### config.mk
export PLATFORM = sky130hd
export DESIGN_NAME = fpu_div_arbiter
export DESIGN_NICKNAME = d
export VERILOG_FILES = /design/src/rtl/fpu_div_arbiter.sv
export SDC_FILE = /design/constraint.sdc
export NUM_CORES = 1
export LEC_CHECK = 0
export CORE_AREA = 2 2 155 157
export CTS_CLUSTER_DIAMETER = 40
export DETAILED_ROUTE_END_ITERATION = 6
export DIE_AREA = 0 0 157 159
export GPL_ROUTABILITY_DRIVEN = 0
export RECOVER_POWER = 100
export SKIP_CTS_REPAIR_TIMING = 1
export SLEW_MARGIN = 20
export SYNTH_ARGS = -nofsm -noshare
export SYNTH_HDL_FRONTEND = slang
export SYNTH_SLANG_ARGS = --single-unit
### constraint.sdc
create_clock -name clk -period 3.6 [get_ports clk]
set_input_delay 0.72 -clock clk [delete_from_list [all_inputs] [get_ports clk]]
set_output_delay 0.72 -clock clk [all_outputs]
set_load 0.03 [all_outputs]
### src/rtl/fpu_div_arbiter.sv
// fpu_div_arbiter: round-robin front end that shares one combinational
// single-precision divider between NUM_REQ requesters. One operation is in
// flight at a time; operands are held on the divider for DIV_CYCLES cycles
// before the quotient is captured into a valid/ready response tagged with the
// issuing requester's index.
module fpu_div_arbiter #(
    parameter int  NUM_REQ    = 4,
    parameter int  DIV_CYCLES = 3,
    localparam int ID_W       = $clog2(NUM_REQ)
) (
    input  logic                  clk,
    input  logic                  rst,
    input  logic [NUM_REQ-1:0]    req_valid,
    output logic [NUM_REQ-1:0]    req_ready,
    input  logic [32*NUM_REQ-1:0] req_dividend,
    input  logic [32*NUM_REQ-1:0] req_divisor,
    output logic [31:0]           div_dividend,
    output logic [31:0]           div_divisor,
    input  logic [31:0]           div_quotient,
    output logic                  rsp_valid,
    input  logic                  rsp_ready,
    output logic [31:0]           rsp_quotient,
    output logic [ID_W-1:0]       rsp_id,
    output logic                  rsp_dbz,
    output logic                  busy
);

    // Counter only needs to hold DIV_CYCLES-1.
    localparam int CNT_W = (DIV_CYCLES > 1) ? $clog2(DIV_CYCLES) : 1;
    localparam logic [CNT_W-1:0] CNT_INIT = CNT_W'(DIV_CYCLES - 1);
    localparam logic [ID_W-1:0]  LAST_RST = ID_W'(NUM_REQ - 1);

    typedef enum logic [1:0] {
        S_IDLE = 2'd0,
        S_WAIT = 2'd1,
        S_RESP = 2'd2
    } state_t;

    state_t           state_q, state_d;
    logic [CNT_W-1:0] cnt_q, cnt_d;
    logic [ID_W-1:0]  last_gnt_q, last_gnt_d;
    logic [ID_W-1:0]  gnt_id_q, gnt_id_d;
    logic             dbz_q, dbz_d;
    logic [31:0]      opa_q, opa_d;
    logic [31:0]      opb_q, opb_d;
    logic             rsp_valid_q, rsp_valid_d;
    logic [31:0]      rsp_quotient_q, rsp_quotient_d;
    logic [ID_W-1:0]  rsp_id_q, rsp_id_d;
    logic             rsp_dbz_q, rsp_dbz_d;

    // Search order: cand_idx[0] is the requester right after the last grant.
    logic [ID_W-1:0]  cand_idx [NUM_REQ];
    logic             pick_valid;
    logic [ID_W-1:0]  pick_idx;
    logic [31:0]      pick_dividend;
    logic [31:0]      pick_divisor;
    logic             handshake;

    for (genvar gi = 0; gi < NUM_REQ; gi++) begin : g_cand
        localparam int OFS = gi + 1;
        assign cand_idx[gi] = (int'(last_gnt_q) + OFS >= NUM_REQ)
                            ? ID_W'(int'(last_gnt_q) + OFS - NUM_REQ)
                            : ID_W'(int'(last_gnt_q) + OFS);
    end

    // Pick the first valid requester in rotated order (lowest k wins).
    always_comb begin
        pick_valid = 1'b0;
        pick_idx   = '0;
        for (int k = NUM_REQ - 1; k >= 0; k--) begin
            if (req_valid[cand_idx[k]]) begin
                pick_valid = 1'b1;
                pick_idx   = cand_idx[k];
            end
        end
    end

    assign pick_dividend = req_dividend[32*int'(pick_idx) +: 32];
    assign pick_divisor  = req_divisor[32*int'(pick_idx) +: 32];

    // Grants are only offered while idle and never during reset.
    assign handshake = (state_q == S_IDLE) && pick_valid && !rst;
    assign req_ready = handshake ? (NUM_REQ'(1) << pick_idx) : '0;

    // Next-state logic for the issue / hold / respond sequence.
    always_comb begin
        state_d        = state_q;
        cnt_d          = cnt_q;
        last_gnt_d     = last_gnt_q;
        gnt_id_d       = gnt_id_q;
        dbz_d          = dbz_q;
        opa_d          = opa_q;
        opb_d          = opb_q;
        rsp_valid_d    = rsp_valid_q;
        rsp_quotient_d = rsp_quotient_q;
        rsp_id_d       = rsp_id_q;
        rsp_dbz_d      = rsp_dbz_q;
        case (state_q)
            S_IDLE: begin
                if (handshake) begin
                    opa_d    = pick_dividend;
                    opb_d    = pick_divisor;
                    gnt_id_d = pick_idx;
                    dbz_d    = (pick_divisor[30:0] == 31'd0);
                    cnt_d    = CNT_INIT;
                    state_d  = S_WAIT;
                end
            end
            S_WAIT: begin
                if (cnt_q != '0) begin
                    cnt_d = cnt_q - 1'b1;
                end else begin
                    rsp_quotient_d = div_quotient;
                    rsp_id_d       = gnt_id_q;
                    rsp_dbz_d      = dbz_q;
                    rsp_valid_d    = 1'b1;
                    last_gnt_d     = gnt_id_q;
                    state_d        = S_RESP;
                end
            end
            S_RESP: begin
                if (rsp_ready) begin
                    rsp_valid_d = 1'b0;
                    state_d     = S_IDLE;
                end
            end
            default: begin
                state_d     = S_IDLE;
                rsp_valid_d = 1'b0;
            end
        endcase
    end

    // State registers; reset abandons any in-flight operation.
    always_ff @(posedge clk) begin
        if (rst) begin
            state_q        <= S_IDLE;
            cnt_q          <= '0;
            last_gnt_q     <= LAST_RST;
            gnt_id_q       <= '0;
            dbz_q          <= 1'b0;
            opa_q          <= '0;
            opb_q          <= '0;
            rsp_valid_q    <= 1'b0;
            rsp_quotient_q <= '0;
            rsp_id_q       <= '0;
            rsp_dbz_q      <= 1'b0;
        end else begin
            state_q        <= state_d;
            cnt_q          <= cnt_d;
            last_gnt_q     <= last_gnt_d;
            gnt_id_q       <= gnt_id_d;
            dbz_q          <= dbz_d;
            opa_q          <= opa_d;
            opb_q          <= opb_d;
            rsp_valid_q    <= rsp_valid_d;
            rsp_quotient_q <= rsp_quotient_d;
            rsp_id_q       <= rsp_id_d;
            rsp_dbz_q      <= rsp_dbz_d;
        end
    end

    assign div_dividend = opa_q;
    assign div_divisor  = opb_q;
    assign rsp_valid    = rsp_valid_q;
    assign rsp_quotient = rsp_quotient_q;
    assign rsp_id       = rsp_id_q;
    assign rsp_dbz      = rsp_dbz_q;
    assign busy         = (state_q != S_IDLE);

endmodule
* After elaboration in Yosys (flattened, before gate mapping)
Cells that the tools add are included.
Storage, ports and cells: register bits 109, latch bits 0, memory bits (writable) 0, ROM bits 0, bits of input ports 295, logic and storage cells 83, memories kept 0
Operators by class: add/sub/neg operators 9, $mul 0, divide/modulo/power cells 0, order comparisons 8, eq/ne operators 6, shift-type cells 3, muxes and demuxes 31, bitwise operators 2, reduce and logical (&&, ||, !) cells 13
Operators by type and width (number):
- indexed part select 128 x 8 -> 32 bit | 2
- logical NOT 31 bit | 1
- two-way mux 2 bit | 13
- < comparator 2 x 3 -> 1 bit, second input constant | 4
- two-way mux 1 bit | 10
- subtractor 2 x 1 -> 2 bit, second input constant | 5
- greater-or-equal comparator 3 bit, second input constant | 3
- AND reduction 3 bit | 3
- binary-select mux 1 bit (select 2 bit) | 4
- inequality test 2 bit, second input constant | 4
- adder 2 x 2 -> 3 bit, second input constant | 2
- one-hot mux 2 bit (3 select lines) | 1
- nonzero test 2 bit | 3
- adder 2 x 3 -> 4 bit, second input constant | 1
- greater-or-equal comparator 4 x 3 -> 1 bit, second input constant | 1
- two-way mux 4 bit | 1
- one-hot mux 2 bit (2 select lines) | 1
- AND reduction 2 bit | 2
- left shift 1 x 2 -> 4 bit, first input constant | 1
- adder 2 x 1 -> 3 bit, second input constant | 1
- one-hot mux 1 bit (3 select lines) | 1
- == test 2 x 1 -> 1 bit, second input constant | 1
- == test 2 bit, second input constant | 1
- logical AND 1 bit | 2
- other kinds (3) | 4

* Longest topological paths before layout
Gate-level depths: netlist of run 1.
word-level depth 13, gate-level depth with buffers 10, mapped depth without buffers 7

* Worst setup path after synthesis of run 1
OpenSTA, ideal clock, no wires.
path type input to output, start input port req_valid[3], end output port req_ready[2], arrival time 2.770 ns, required time 2.880 ns, setup slack 0.110 ns, stages on the path 7, path through or2b_4 > o21ai_2 > a211o_1 > buf_4 > buf_2 > buf_1 > nor4_1
On the way: word-level cells in the longest chain between the ends 9, elaborated cells between the ends (all ways) 20, classes of those cells 1 x shift; 17 x mux; 2 x reduce/logical
RTL lines:
- from (decl) | line 13 | input logic [NUM_REQ-1:0] req_valid,
- binary-select mux 1 bit (select 2 bit) | line 71 | if (req_valid[cand_idx[k]]) begin
- two-way mux 1 bit (not written as such) | line 71
- two-way mux 1 bit (4 in a row) | line 71
- logical AND 1 bit (2 in a row) | line 82 | assign handshake = (state_q == S_IDLE) && pick_valid && !rst;
- two-way mux 4 bit * | line 83 | assign req_ready = handshake ? (NUM_REQ'(1) << pick_idx) : '0;
- to (decl) | line 14 | output logic [NUM_REQ-1:0] req_ready,
Mark *: on every way between the ends. The rest lies on a longest branch, timed or not. The select of a mux whose other input is x is not followed.

* Worst setup path after layout of run 1
Same ends and word-level chain as after synthesis.

==> flow_summary.json, run 1 <==
{
  "clockBufferDepth": 2,
  "p_leak_nw": 4.59,
  "clockRootBuffer": "clkbuf_16",
  "cp-end-kind": "output pin",
  "intPower_mw": 2.92,
  "worstHoldPathType": "register to register",
  "clk_pin_slew_ns": 0.08,
  "max_stage_delay_ns": 0.45,
  "synth-main-ff-cell": "dfxtp_1",
  "grt_pass1_wl_mm": 39.6,
  "ios": 400,
  "drt_iter0_drc": 312,
  "layout_commonest_cell": "nand2_1",
  "p_clk_frac": 0.208,
  "port_buffers": 399,
  "worstSetupStartpointType": "input pin",
  "cts_tree": "built",
  "ir_drop_mv": 0.258,
  "path_depth": 6,
  "power_mw": 4.97,
  "drt-total-wl_mm": 26.5,
  "hold-path-cell-count": 2,
  "crit_required_ns": 2.88,
  "initial_core_util": 0.263,
  "antenna_found_initial": 2,
  "synthToLayoutAreaGrowth_pct": 74.5,
  "violations": "capacitance limit, slew limit",
  "core_area_um2": 23200,
  "crit_arrival_ns": 2.55,
  "finalCritPeriodShare": 0.907,
  "dpl_cell_area_um2": 10400,
  "die_width_um": 157,
  "p_sw_frac": 0.414,
  "mostFrequentLayoutCells": "nand2_1, clkdlybuf4s50_1, dfxtp_1",
  "wire_per_inst_um": 17.5,
  "synthTopCellsByArea": "dfxtp_1, nand2_1, mux2i_1, nand3_1, nand3b_1",
  "p_sw_mw": 2.06,
  "die_y_um": 159,
  "synth_cells": 828,
  "synth_top_area_cell": "dfxtp_1",
  "design_area_um2": 10600,
  "h-tree-depth": 3,
  "hold_viol": 0,
  "grt_overflow_total": 0,
  "p_per_area_nw_per_um2": 467,
  "crit_type": "input pin to output pin",
  "ys_ff_latch": 109,
  "fin_tns_setup_ns": 0,
  "syn-cell-area_um2": 6100,
  "layout.nets": 1488,
  "synth-edff-count": 0,
  "crit_path_cell_trace": "clkdlybuf4s50_1, or2b_4, o21ai_2, a211o_2, nor4_1, clkbuf_1",
  "p_comb_frac": 0.482,
  "worst_pin_slew_ns": 2.18,
  "r2r_slack_ns": 0.86,
  "crit_fanout": 4,
  "post_layout_nonfiller_instances": 1517,
  "post-route-util": 0.459,
  "cp_slowest_cell": "clkdlybuf4s50_1",
  "cts_sinks": 109,
  "maxSlewViolCount": 40,
  "yosysSeqAreaShare": 0.358,
  "yosys_warnings": 0,
  "worst-r2r-cell-count": 6,
  "setup_violations": 0,
  "clock_skew_ns": 0.00746,
  "dr.pass1.iters": 4,
  "power.sequential.fraction": 0.310,
  "grt_max_degree": 68,
  "setup_slack_ns": 0.334,
  "clk_latency_ns": 0.35,
  "num_rows": 56,
  "rsz0062_at_grt": "no",
  "die_area_um2": 25000,
  "synth_cell_types": 34,
  "slew_headroom": -0.456,
  "whs_ns": 0.451,
  "numCtsBuffers": 9,
  "fmax_mhz": 306,
  "async_reset_ff_frac": 0,
  "period_minus_slack_ns": 3.27,
  "remaining_drc_errors": 0,
  "detail-route-antenna-nets": 0,
  "status": "complete, but fails checks",
  "syn_area_per_cell_um2": 7.37,
  "drive_above_1_share": 0.0409,
  "avgViaCountPerCell": 4.62,
  "grt_pass1_vias": 7052,
  "pre_cts_ws_ns": 0.226,
  "syn-num-nets": 1124,
  "grtUsageTotal": 0.205,
  "yosysTopAreaCellShare": 0.358,
  "path_buf_inv": 2,
  "cp_top_family": "buffers and inverters",
  "maxCapViolations": 1,
  "numPlacedInstances": 1500,
  "hpwl_mm": 20.4,
  "vias": 7005
}
tightest hold or removal path, stage by stage (launching register included):
cell and delay [ns]:
dfxtp_1 0.31, nand2_1 0.05, a21oi_1 0.05
cell usage after synthesis, types with 3 or more instances:
cell      number
nand3b_1      65
a21oi_1       40
nand3_1       99
dfxtp_1      109
nor4_1        10
nor2_1        12
buf_4          3
mux2i_1       93
buf_1          6
buf_2         11
clkbuf_1      39
inv_1          4
buf_6          6
nand2_1      304
nor3_1         4
path summary, 6_finish.rpt:
| kind | startpoint | end |
|---|---|---|
| worst max register to register | cnt_q[0] | rsp_quotient[17] |
| worst min register to register | rsp_quotient[18] | rsp_quotient[18] |
| worst min-delay path | rsp_quotient[18] | rsp_quotient[18] |
| worst max-delay path | req_valid[3] | req_ready[2] |
power groups by stage:
stage                     Sequential [mW]  Combinational, mW  Clock, mW
after CTS                            1.55               2.50       1.08
after detailed placement             1.58               2.49          0
after global placement               1.57               2.49          0
after floorplan                      1.97               1.01          0
after global routing                 1.58               2.58       1.13
final                                1.54               2.40       1.03
metal layers:
| metal | part of all wire | global-route usage | vias to the layer above |
|---|---|---|---|
| li1 | - | - | 3519 |
| met1 | 0.40 | 0.230 | 3192 |
| met2 | 0.49 | 0.366 | 249 |
| met3 | 0.080 | 0.0672 | 43 |
| met4 | 0.026 | 0.0626 | 2 |
| met5 | 0.00049 | 0 | - |
cell type report:
| class | count | area (um^2) |
|---|---|---|
| Inverter | 4 | 15.0 |
| Fill cell | 2345 | 12500 |
| Sequential cell | 109 | 2180 |
| Clock buffer | 9 | 225 |
| Tap cell | 319 | 399 |
| Timing Repair Buffer | 418 | 4150 |
| Multi-Input combinational cell | 650 | 3600 |
| Antenna cell | 1 | 2.50 |
| Clock inverter | 7 | 77.6 |
cells by family (layout without fill, tap and decap cells):
group | Yosys count | after routing | synth area share
buffers and inverters | 69 | 438 | 0.0539
adder cells (fa/ha/maj) | 1 | 1 | 0.00205
flip-flops | 109 | 109 | 0.358
multiplexers | 93 | 93 | 0.153
other | 0 | 1 | 0
AO/OA/AOI/OAI | 53 | 53 | 0.0533
AND/OR/NAND/NOR | 503 | 503 | 0.381
state kept, by name, summed over array words and instances (netlist names):
register,cells
state_q,2
cnt_q,2
last_gnt_q,2
rsp_quotient,32
rsp_id,2
div_dividend,32
div_divisor,32
rsp_valid,1
rsp_dbz,1
dbz_q,1
gnt_id_q,2
Note: power is estimated with default switching activity, not from simulation.
==> inputs of run 2 (changes only) <==
--- a/config.mk
+++ b/config.mk
@@ -11,6 +11,7 @@
 export DIE_AREA = 0 0 157 159
 export GPL_ROUTABILITY_DRIVEN = 0
 export RECOVER_POWER = 100
+export SETUP_SLACK_MARGIN = 0.2
 export SKIP_CTS_REPAIR_TIMING = 1
 export SLEW_MARGIN = 20
 export SYNTH_ARGS = -nofsm -noshare
==> flow_summary.json, run 2 (synthesis results as in run 1) <==
{
  "clk_latency_ns": 0.36,
  "p_sw_mw": 2.07,
  "whs_ns": 0.453,
  "top_layer": "met5",
  "finalCritPeriodShare": 0.946,
  "p_per_area_nw_per_um2": 469,
  "period_minus_slack_ns": 3.40,
  "worst_pin_slew_ns": 2.22,
  "grtUsageTotal": 0.201,
  "grt_pass1_vias": 6821,
  "drt_iter0_drc": 293,
  "rsz0062_at_grt": "no",
  "wire_per_inst_um": 17.1,
  "fmax_mhz": 294,
  "p_sw_frac": 0.414,
  "numPlacedInstances": 1502,
  "intPower_mw": 2.93,
  "clk_pin_slew_ns": 0.08,
  "grt_max_degree": 68,
  "remaining_drc_errors": 0,
  "grt_pass1_wl_mm": 38.9,
  "maxSlewViolCount": 40,
  "cts_sinks": 109,
  "layout.nets": 1490,
  "h-tree-depth": 3,
  "crit_fanout": 10,
  "layout_commonest_cell": "nand2_1",
  "clock_skew_ns": 0.0114,
  "core_area_um2": 23200,
  "dr.pass1.iters": 4,
  "drt-total-wl_mm": 25.9,
  "fin_tns_setup_ns": 0,
  "ios": 400,
  "wl_met3_mm": 1.89,
  "clockRootBuffer": "clkbuf_16",
  "cts_tree": "built",
  "maxCapViolations": 1,
  "detail-route-antenna-nets": 0,
  "p_leak_nw": 4.61,
  "initial_core_util": 0.263,
  "crit_arrival_ns": 2.68,
  "hold_viol": 0,
  "setup_violations": 0,
  "grt_overflow_total": 0,
  "port_buffers": 399,
  "die_area_um2": 25000,
  "numCtsBuffers": 9,
  "setup_slack_ns": 0.195,
  "wl_met1_mm": 10.9,
  "slew_headroom": -0.482,
  "post_layout_nonfiller_instances": 1518,
  "violations": "capacitance limit, slew limit",
  "num_rows": 56,
  "drive_above_1_share": 0.0417,
  "vias": 6969,
  "n_antenna_cell": 0,
  "hpwl_mm": 19.4,
  "p_clk_frac": 0.213,
  "crit_required_ns": 2.88,
  "avgViaCountPerCell": 4.59,
  "nFillCells": 2316,
  "p_comb_frac": 0.479,
  "synthToLayoutAreaGrowth_pct": 75.0,
  "worstHoldPathType": "register to register",
  "die_y_um": 159,
  "wl_met2_mm": 12.6,
  "power.sequential.fraction": 0.308,
  "mostFrequentLayoutCells": "nand2_1, clkdlybuf4s50_1, dfxtp_1",
  "antenna_found_initial": 1,
  "status": "complete, but fails checks",
  "ir_drop_mv": 0.264,
  "crit_type": "input pin to output pin",
  "clockBufferDepth": 2,
  "pre_cts_ws_ns": 0.138,
  "cp-end-kind": "output pin",
  "power_mw": 5.00,
  "worstSetupStartpointType": "input pin",
  "die_width_um": 157
}
-- run 2: routing by layer --
layer  GRT usage  up-vias
met3      0.0574       28
met2       0.346      222
met4      0.0546        2
met5           0        -
met1       0.245     3186
li1            -     3531
-- run 2: worst max-delay path, stage by stage --
cell and delay [ns]:
dlygate4sd3_1 0.62, nor3_1 0.45, a211oi_4 0.09, buf_4 0.23, nor3_1 0.21, clkbuf_1 0.37
-- run 2: final timing paths --
check / from / endpoint / slack (ns) / cells past startpoint
setup / recovery: req_valid[0] / req_ready[1] / 0.20 / 6
hold reg to reg: rsp_quotient[25] / rsp_quotient[25] / 0.45 / 2
setup reg to reg: last_gnt_q[0] / dbz_q / 0.87 / 9
hold / removal: rsp_quotient[25] / rsp_quotient[25] / 0.45 / 2
-- run 2: power by group through the flow --
stage / clock (mW) / sequential, mW / combinational [mW]
2_1_floorplan: 0 / 1.97 / 1.01
3_3_place_gp: 0 / 1.57 / 2.49
3_5_place_dp: 0 / 1.58 / 2.50
4_1_cts: 1.12 / 1.55 / 2.52
5_1_grt: 1.17 / 1.57 / 2.60
6_report: 1.07 / 1.54 / 2.40
-- run 2: cell type report --
cell class	instances	area [um^2]	area share
clock buffer	9	225	0.0211
inverter	4	15.0	0.00141
sequential	109	2180	0.204
tap	319	399	0.0374
timing repair buffer	420	4170	0.390
clock inverter	7	88.8	0.00832
multi-input combinational	650	3600	0.337
-- run 2: per-stage QoR --
stage	utilization	instance area [um^2]
5_1_grt	0.461	10700
3_5_place_dp	0.448	10400
2_1_floorplan	-	6110
6_report	0.461	10700
4_1_cts	0.461	10700
3_3_place_gp	0.448	10400
